## src/rtl/hvac_zone_scheduler.sv

```systemverilog
// hvac_zone_scheduler
//   Time-shares one heating/cooling plant among NUM_ZONES zones. Each zone
//   raises a heat or cool request from its own 5-bit temperature using fixed
//   hysteresis thresholds. A round-robin arbiter grants the plant to one zone
//   at a time. Each grant has a minimum run length and a maximum dwell, after
//   which another requester preempts it. Every run is followed by a
//   plant-off guard interval.
//
// Ports
//   clk          system clock, rising edge
//   rst          synchronous active-high reset
//   enable       plant enable; low blocks new grants and aborts a running grant
//   zone_temp    packed temperatures, zone i at [5i+4:5i]
//   heating      plant heat enable (registered)
//   cooling      plant cool enable (registered)
//   damper       one-hot open damper, zero while the plant is off (registered)
//   active_zone  granted zone index; holds its last value while idle

// Per-zone threshold decode: request and satisfaction flags for one sensor.
module hvac_zone_req #(
    parameter logic [4:0] HEAT_ON = 5'd18,
    parameter logic [4:0] COOL_ON = 5'd22,
    parameter logic [4:0] TARGET  = 5'd20
) (
    input  logic [4:0] temp,
    output logic       heat_req,
    output logic       cool_req,
    output logic       heat_sat,
    output logic       cool_sat
);
    assign heat_req = (temp <= HEAT_ON);
    assign cool_req = (temp >= COOL_ON);
    assign heat_sat = (temp >= TARGET);
    assign cool_sat = (temp <= TARGET);
endmodule

module hvac_zone_scheduler #(
    parameter int         NUM_ZONES    = 4,
    parameter logic [4:0] HEAT_ON      = 5'd18,
    parameter logic [4:0] COOL_ON      = 5'd22,
    parameter logic [4:0] TARGET       = 5'd20,
    parameter int         MIN_RUN      = 4,
    parameter int         MAX_RUN      = 16,
    parameter int         GUARD_CYCLES = 3
) (
    input  logic                   clk,
    input  logic                   rst,
    input  logic                   enable,
    input  logic [5*NUM_ZONES-1:0] zone_temp,
    output logic                   heating,
    output logic                   cooling,
    output logic [NUM_ZONES-1:0]   damper,
    output logic [2:0]             active_zone
);
    localparam int RW = $clog2(MAX_RUN + 1);
    localparam int GW = $clog2(GUARD_CYCLES + 1);
    localparam logic [RW-1:0] MIN_C   = RW'(MIN_RUN);
    localparam logic [RW-1:0] MAX_C   = RW'(MAX_RUN);
    localparam logic [GW-1:0] GUARD_C = GW'(GUARD_CYCLES);
    localparam logic [2:0]    LAST_Z  = 3'(NUM_ZONES - 1);

    typedef enum logic [1:0] {IDLE, HEAT, COOL, GUARD} state_t;

    typedef struct packed {
        logic       found;
        logic [2:0] idx;
    } grant_t;

    state_t                       state, state_n;
    logic [NUM_ZONES-1:0][4:0]    temp;
    logic [NUM_ZONES-1:0]         heat_req, cool_req, heat_sat, cool_sat;
    // Zero-padded to 8 so a 3-bit zone index selects them for any NUM_ZONES.
    logic [7:0]                   req8, hreq8, hsat8, csat8;
    logic [2:0]                   ptr, ptr_n, zone_n;
    logic [RW-1:0]                run_cnt, run_n;
    logic [GW-1:0]                guard_cnt, guard_n;
    logic                         heat_n, cool_n, sat, other_req;
    logic [NUM_ZONES-1:0]         damper_n, grant_oh;
    grant_t                       grant;

    assign temp = zone_temp;

    generate
        for (genvar i = 0; i < NUM_ZONES; i++) begin : g_zone
            hvac_zone_req #(
                .HEAT_ON(HEAT_ON),
                .COOL_ON(COOL_ON),
                .TARGET (TARGET)
            ) u_req (
                .temp    (temp[i]),
                .heat_req(heat_req[i]),
                .cool_req(cool_req[i]),
                .heat_sat(heat_sat[i]),
                .cool_sat(cool_sat[i])
            );
        end
    endgenerate

    assign req8  = 8'(heat_req | cool_req);
    assign hreq8 = 8'(heat_req);
    assign hsat8 = 8'(heat_sat);
    assign csat8 = 8'(cool_sat);

    // Round-robin scan from ptr. Walking the offsets from far to near lets
    // the nearest requester win without an early exit.
    always_comb begin
        logic [3:0] s;
        grant = '0;
        s     = '0;
        for (int off = NUM_ZONES - 1; off >= 0; off--) begin
            s = 4'(ptr) + 4'(off);
            if (s >= 4'(NUM_ZONES)) s = s - 4'(NUM_ZONES);
            if (req8[s[2:0]]) begin
                grant.found = 1'b1;
                grant.idx   = s[2:0];
            end
        end
    end

    always_comb begin
        grant_oh = '0;
        for (int i = 0; i < NUM_ZONES; i++) grant_oh[i] = (3'(i) == grant.idx);
    end

    // The mode is fixed at grant time, so satisfaction is judged against
    // the granted mode even if the zone has drifted into the opposite band.
    assign sat       = (state == HEAT) ? hsat8[active_zone] : csat8[active_zone];
    assign other_req = |(req8 & ~(8'd1 << active_zone));

    always_comb begin
        state_n  = state;
        heat_n   = heating;
        cool_n   = cooling;
        damper_n = damper;
        zone_n   = active_zone;
        ptr_n    = ptr;
        run_n    = run_cnt;
        guard_n  = guard_cnt;
        case (state)
            IDLE: begin
                if (enable && grant.found) begin
                    state_n  = hreq8[grant.idx] ? HEAT : COOL;
                    heat_n   = hreq8[grant.idx];
                    cool_n   = ~hreq8[grant.idx];
                    damper_n = grant_oh;
                    zone_n   = grant.idx;
                    run_n    = RW'(1);
                end
            end
            HEAT, COOL: begin
                if (!enable || (sat && run_cnt >= MIN_C) ||
                    (run_cnt >= MAX_C && other_req)) begin
                    state_n  = GUARD;
                    heat_n   = 1'b0;
                    cool_n   = 1'b0;
                    damper_n = '0;
                    ptr_n    = (active_zone == LAST_Z) ? 3'd0 : active_zone + 3'd1;
                    guard_n  = GW'(1);
                end else if (run_cnt != MAX_C) begin
                    run_n = run_cnt + RW'(1);
                end
            end
            GUARD: begin
                if (guard_cnt == GUARD_C) state_n = IDLE;
                else                      guard_n = guard_cnt + GW'(1);
            end
            default: state_n = IDLE;
        endcase
    end

    always_ff @(posedge clk) begin
        if (rst) begin
            state       <= IDLE;
            heating     <= 1'b0;
            cooling     <= 1'b0;
            damper      <= '0;
            active_zone <= 3'd0;
            ptr         <= 3'd0;
            run_cnt     <= '0;
            guard_cnt   <= '0;
        end else begin
            state       <= state_n;
            heating     <= heat_n;
            cooling     <= cool_n;
            damper      <= damper_n;
            active_zone <= zone_n;
            ptr         <= ptr_n;
            run_cnt     <= run_n;
            guard_cnt   <= guard_n;
        end
    end
endmodule

```

## config.mk

```make
export PLATFORM = sky130hd
export DESIGN_NAME = hvac_zone_scheduler
export DESIGN_NICKNAME = d
export VERILOG_FILES = /design/src/rtl/hvac_zone_scheduler.sv
export SDC_FILE = /design/constraint.sdc
export NUM_CORES = 1
export LEC_CHECK = 0
export ABC_AREA = 0
export CAP_MARGIN = 10
export CORE_MARGIN = 4
export CORE_UTILIZATION = 54
export CTS_CLUSTER_DIAMETER = 150
export DETAILED_ROUTE_END_ITERATION = 10
export GPL_TIMING_DRIVEN = 0
export PLACE_DENSITY_LB_ADDON = 0.15
export REMOVE_ABC_BUFFERS = 1
export SLEW_MARGIN = 20
export SYNTH_ARGS = -nofsm -noshare
export SYNTH_HDL_FRONTEND = slang
export SYNTH_SLANG_ARGS = --single-unit
```

## constraint.sdc

```tcl
create_clock -name clk -period 4.1 [get_ports clk]
set_clock_uncertainty 0.1 [all_clocks]
set_input_delay 0.41 -clock clk [delete_from_list [all_inputs] [get_ports clk]]
set_output_delay 0.41 -clock clk [all_outputs]
set_load 0.05 [all_outputs]
```

## Yosys cells after proc, flatten, opt, wreduce, memory -nomap -nowiden

Cells that the tools add are included.

- Reduce and logical (&&, ||, !) cells: 18
- Multiplexer cells: 44
- Shift operators: 1
- Equality and inequality tests: 15
- Order comparisons: 28
- Add/subtract/negate cells: 10
- Bitwise operators: 4

Operators by type and width:

| operator | number |
|---|---|
| 5-bit >= comparator, second input constant | 9 |
| 5-bit less-or-equal comparator, second input constant | 8 |
| 3-bit by 4-bit < comparator with 1-bit output, second input constant | 6 |
| 4-bit two-way mux | 6 |
| 1-bit binary-select mux with 3-bit select | 7 |
| 3-bit two-way mux | 5 |
| 5-bit two-way mux | 3 |
| 4-bit by 3-bit >= comparator with 1-bit output, second input constant | 3 |
| 2-bit two-way mux | 6 |
| 2-bit inequality test, second input constant | 6 |
| 3-bit subtractor, second input constant | 4 |
| 1-bit two-way mux | 11 |
| 5-bit one-hot mux with 2 select lines | 1 |
| 3-bit AND reduction | 3 |
| 3-bit by 2-bit adder with 4-bit output, second input constant | 2 |
| 4-bit by 8-bit bitwise AND with 8-bit output | 1 |
| 8-bit inverter | 1 |
| 4-bit one-hot mux with 2 select lines | 1 |
| 8-bit OR reduction | 1 |
| 1-bit by 3-bit left shift with 8-bit output, first input constant | 1 |
| 2-bit equality test, second input constant | 3 |
| 2-bit by 3-bit equality test with 1-bit output, first input constant | 2 |
| 2-bit one-hot mux with 3 select lines | 1 |
| 5-bit by 1-bit adder with 5-bit output, second input constant | 1 |
| 22 further kinds | 28 |

- Output and inout bits: 9
- Bits in registers: 21
- Word-level logic and storage cells: 128
- Input port bits: 23

## Logic depth before layout (Yosys ltp)

- Depth in word-level cells: 14
- Depth in mapped cells: 13
- Gate-level depth less buffers: 10

## By module

Synthesis repeated with hierarchy kept, for this count alone.

- Cell total of the unflattened synthesis: 230
- Area, all modules: 1938.1 sq um

By module, submodules not included:

| module | cells each | area an instance (sq um) | times used |
|---|---|---|---|
| hvac_zone_scheduler | 206 | 1783.0 | 1 |
| hvac_zone_req | 6 | 38.8 | 4 |

## Least setup slack after synthesis

OpenSTA, ideal clock, no wires.

- Path kind: register to register
- Start: register ptr[1]
- End: register damper[3]
- Arrival: 2.859 ns
- Period minus slack after synthesis: 3.029 ns
- Setup slack: 1.071 ns
- Path buffers: 3
- Required time: 3.929 ns
- Cell stages (with the launch flop): 13
- Setup time: 0.071 ns
- Path through: dfxtp_1 -> clkbuf_1 -> inv_1 -> ha_1 -> clkbuf_1 -> a211oi_1 -> a2111oi_0 -> a2111o_1 -> a21bo_2 -> nand3b_1 -> buf_4 -> or4b_1 -> a21oi_1

- Cells in the longest elaborated chain, start to end: 12
- Elaborated cells on any way between the ends: 33
- Classes of those cells: add/sub: 7; order compare: 4; eq/ne: 2; mux: 18; reduce/logical: 2

RTL lines:

| item | RTL line | source |
|---|---|---|
| start: declaration | 74 | `logic [2:0] ptr, ptr_n, zone_n;` |
| start signal: assignment | 187 | `ptr <= ptr_n;` |
| 3-bit by 2-bit adder with 4-bit output | 111 | `s = 4'(ptr) + 4'(off);` |
| 4-bit by 3-bit >= comparator with 1-bit output / 3-bit subtractor (equally long branches) | 112 | `if (s >= 4'(NUM_ZONES)) s = s - 4'(NUM_ZONES);` |
| 3-bit two-way mux | 112 |  |
| 1-bit binary-select mux with 3-bit select | 113 | `if (req8[s[2:0]]) begin` |
| 1-bit two-way mux (implied by the code) | 113 |  |
| 4-bit two-way mux (3 in a row) | 113 |  |
| 4-bit two-way mux * | 113 |  |
| 2-bit by 3-bit equality test with 1-bit output / 1-bit logical AND (equally long branches) | 122, 141 |  |
| 4-bit two-way mux / 2-bit inequality test (equally long branches) | - |  |
| 4-bit one-hot mux with 2 select lines / 3-bit AND reduction (equally long branches) | - |  |
| end signal: assignment | 185 | `damper <= damper_n;` |
| end: declaration | 52 | `output logic [NUM_ZONES-1:0] damper,` |

Mark *: on every way between the ends. The rest lies on a longest branch, timed or not. The select of a mux whose other input is x is not followed.
A chain may end at the register's enable or synchronous reset.

## Worst setup path in the final report

- Start: register ptr[0]
- End: register damper[0]

- Cells in the longest elaborated chain, start to end: 12
- Elaborated cells on any way between the ends: 33
- Classes of those cells: add/sub: 7; order compare: 4; eq/ne: 1; mux: 18; reduce/logical: 3

RTL lines:

| item | RTL line |
|---|---|
| 3-bit by 2-bit adder with 4-bit output | 111 |
| 4-bit by 3-bit >= comparator with 1-bit output / 3-bit subtractor (equally long branches) | 112 |
| 3-bit two-way mux | 112 |
| 1-bit binary-select mux with 3-bit select | 113 |
| 1-bit two-way mux (implied by the code) | 113 |
| 4-bit two-way mux (3 in a row) | 113 |
| 4-bit two-way mux * | 113 |
| 3-bit zero test / 1-bit logical AND (equally long branches) | 122, 141 |
| 4-bit two-way mux / 2-bit inequality test (equally long branches) | - |
| 4-bit one-hot mux with 2 select lines / 3-bit AND reduction (equally long branches) | - |

Marked as above.

==> results.txt <==
The run finished with clean final reports. For this run, design rule violations remaining after detail routing come to 0. CTS saw 21 sinks. The total of buffers placed on input and output ports was 31.

The die width came out at 68.4 microns. The number of cell instances on the worst register-to-register path works out to 10. The signal on the critical path passes through inv_2, ha_1, nand2b_1, a211oi_1, a211oi_1, a2111o_1, a21bo_2, nand3b_1, or4b_1, a21oi_1. The headroom to the max-slew limit was 0.536; the final period demand of the worst path was 3.64 ns. In this run, the number of DRC markers left after iteration 0 of detailed routing was 118.

Ranked by total cell area, the synthesized netlist is headed by sky130_fd_sc_hd__dfxtp_1 (21%), sky130_fd_sc_hd__ha_1 (7.6%), sky130_fd_sc_hd__a211oi_1 (4.2%). The tree is rooted in a sky130_fd_sc_hd__clkbuf_4. The count of nets left with antenna violations once routing finished came out at 0. The Yosys step of the flow raised 0 warnings. The worst setup path is captured at a register. The critical path's slowest cell was sky130_fd_sc_hd__dfxtp_1. Number of global-route vias before repair: 1729. The share of the synthesized area in the top cell type is 0.214. The transition time at the pin with the least slew margin works out to 0.694 ns. Counting the fill cells in the layout gives 313. After clock tree synthesis, the clock-pin slew on the worst setup and hold paths is 0.10 ns. The final setup violation count was 0. Of all nets on the critical path, the largest fanout is 16.

The worst path arrival time is 3.77 ns, and the number of top-level pins is 32. Summing every instance area after synthesis gives 1970 sq um. The floorplan step defined a core boundary enclosing 3420 sq um.

The longest clock path from root to sink contains 2 buffers. Based on the critical path, the design can be clocked at up to 0.275 GHz. Summed over all failing endpoints, the final setup total negative slack is 0 ns. The floorplan step set the die height to 68.4 microns. Clock latency on the worst-skew pair, taken at its later pin, is 0.30 ns. Dividing total power by cell area gives a power density of 414 nW/um^2. The run gives 3670 microns as the post-DP HPWL.

The pre-antenna-repair detailed-routing pass consisted of 4 iterations. The wire length of the first global-routing pass is 7840 microns, and the maximum vdd drop is 0.000381 V. The largest single stage delay on the critical path is 0.66 ns. For this run the aggregate overflow at the end of global routing stands at 0.

TritonCTS built the clock tree. The start-to-end type of the worst setup path was reg2reg. Setup repair after global routing left no endpoint under its margin. Using the TritonRoute via totals, the vias-per-cell ratio works out to 6.25. The layout overhead on the synthesized area was 18.1%; the number of nets at the end of the flow was 298. The die covers 4670 sq um. In this run the static leakage power is 0.864 nW. The switching share of total power works out to 0.468.

Entering global routing, the biggest net connects 19 pins. Part of the cycle the worst path needs: 0.887. The max-slew violation count was 0. Summed over all instances, the cell type with the most area after synthesis is sky130_fd_sc_hd__dfxtp_1. The tools report the number of H-tree branching levels as 1. The family of cells with the greatest summed delay on the critical path was simple AND/OR/NAND/NOR gates. The internal power of the cells totals 511 uW.

After floorplanning, the core was divided into 21 placement rows. Counting buffers and inverters, the worst setup path is 10 cells deep. The number of placed instances, taps included, is 304. Number of antenna violations at the first check in global routing: 0. The depth of the worst hold-timing path is 2. The library cell appearing most often on the critical path is sky130_fd_sc_hd__a211oi_1. The share of layout cells above drive strength 1 works out to 0.107. At the worst endpoint, the required time is 4.23 ns.

The average instance area after synthesis is 8.34 sq um, and the global-route total usage across every layer is 0.217. Proportion of synthesized flip-flops having asynchronous set or reset: 0. The share of the yosys chip area belonging to registers came out at 0.214.

Startpoint type of the worst setup path: a register. Worst hold-check path type: reg2reg. The commonest cells after synthesis are sky130_fd_sc_hd__dfxtp_1 (21), sky130_fd_sc_hd__nor2_1 (21), sky130_fd_sc_hd__nand2_1 (17). The share of total power in the clock network is 0.101, and the number of buffer and inverter instances along the worst setup path is 1. The count of hold buffers inserted by post-cts repair was 0.

The final hold violation count was 0; the wire length per cell after detailed routing was 15.3 microns. The tools report the relative contribution of sequential cells to total power as 0.303. The post-route non-filler standard cell count is 308. In this run the post-CTS setup repair buffer count came out at 0.

After detailed routing, the total wire length is 4720 microns. Synthesis handed over a netlist of 236 instances. The net switching power of the design was 450 uW; the number of antenna cells inserted was 0. Count of cells resized by post-cts repair: 0. The congestion estimate from routability-driven global placement came to 0.793. The run gives 0.576 as the starting density of the core. For this block, the via count after detailed routing is 1924. The combinational share of power came out at 0.597. In the synthesized netlist the dominant register cell turns out to be sky130_fd_sc_hd__dfxtp_1. The run gives 0 as the reported max-cap violation count. The count of flip-flops with a built-in enable after synthesis works out to 0.

The tools report the number of library cell types mapped by synthesis as 69. Buffers inserted during clock tree synthesis total 3. The register bit total from synthesis is 21.
==> power groups by stage <==
stage | combinational, mW | clock (mW) | sequential, mW
after floorplan | 0.362 | 0 | 0.345
after detailed placement | 0.570 | 0 | 0.295
final | 0.574 | 0.0967 | 0.291
after CTS | 0.574 | 0.100 | 0.290
after global placement | 0.554 | 0 | 0.295
after global routing | 0.632 | 0.106 | 0.298
==> kinds of logic after synthesis <==
| group | count (synthesis) | share of synthesized area |
|---|---|---|
| adders and majority gates | 12 | 0.0763 |
| AOI/OAI and AO/OA | 80 | 0.331 |
| xor gates and xnor gates | 1 | 0.00445 |
| buffers and inverters | 22 | 0.0445 |
| DFF | 21 | 0.214 |
| and+or+nand+nor | 93 | 0.284 |
| muxes | 7 | 0.0464 |
==> path summary, 6_finish.rpt <==
check	from	slack [ns]	end
max	ptr[0]	0.46	damper[0]
min	damper[2]	0.36	damper[2]
max reg2reg	ptr[0]	0.46	damper[0]
min reg2reg	damper[2]	0.36	damper[2]
==> through the flow <==
step	worst slack, ns	hold WS [ns]	instance area (sq um)	utilization	total power [mW]
finish	0.464	0.360	2320	0.680	0.962
global route	0.164	0.376	2320	0.680	1.04
CTS	0.509	0.365	2320	0.680	0.965
detailed placement	0.538	0.346	2300	0.673	0.865
global placement	0.576	0.340	2300	0.673	0.849
floorplan	1.11	0.343	1930	-	0.706
==> flip-flops by register name (all words and copies together), names as in the netlist <==
register,flops
damper,4
guard_cnt,2
cooling,1
run_cnt,5
heating,1
ptr,3
state,2
active_zone,3
==> layout make-up <==
type	instances	area (sq um)	share of cell area
inverter	13	48.8	0.0210
timing repair buffer	31	310	0.134
sequential	21	420	0.181
clock buffer	4	26.3	0.0113
tap	46	57.6	0.0248
multi-input combinational	193	1460	0.628
==> routing by layer <==
layer	vias up	global-route usage	routed length (microns)
met5	-	0	0
met2	62	0.355	2140
met4	0	0.0298	14
li1	967	-	-
met3	5	0.0411	282
met1	890	0.300	2280
==> cells in the final DEF (no fill, tap or decap), drive strengths merged, types with 3 or more instances in the layout <==
cell,instances
clkdlybuf4s50,31
mux2,4
a21oi,16
a2111oi,3
nand2,17
a21o,3
nor2,21
nand2b,11
dfxtp,21
ha,12
o32a,3
clkbuf,4
inv,13
nand3b,5
o211a,5
a211o,3
nor3,5
a32o,3
a211oi,11
o21ai,10
or3,5
nand3,8
==> worst reg2reg max path, delay by kind of cell (launching register included) <==
family / cells / cell delay (ns)
compound gates: 5 / 1.01
fa+ha+maj: 1 / 0.48
buf+inv: 1 / 0.18
flops: 1 / 0.66
simple gates: 3 / 1.13
No activity file was read; power rests on OpenSTA's default activity.
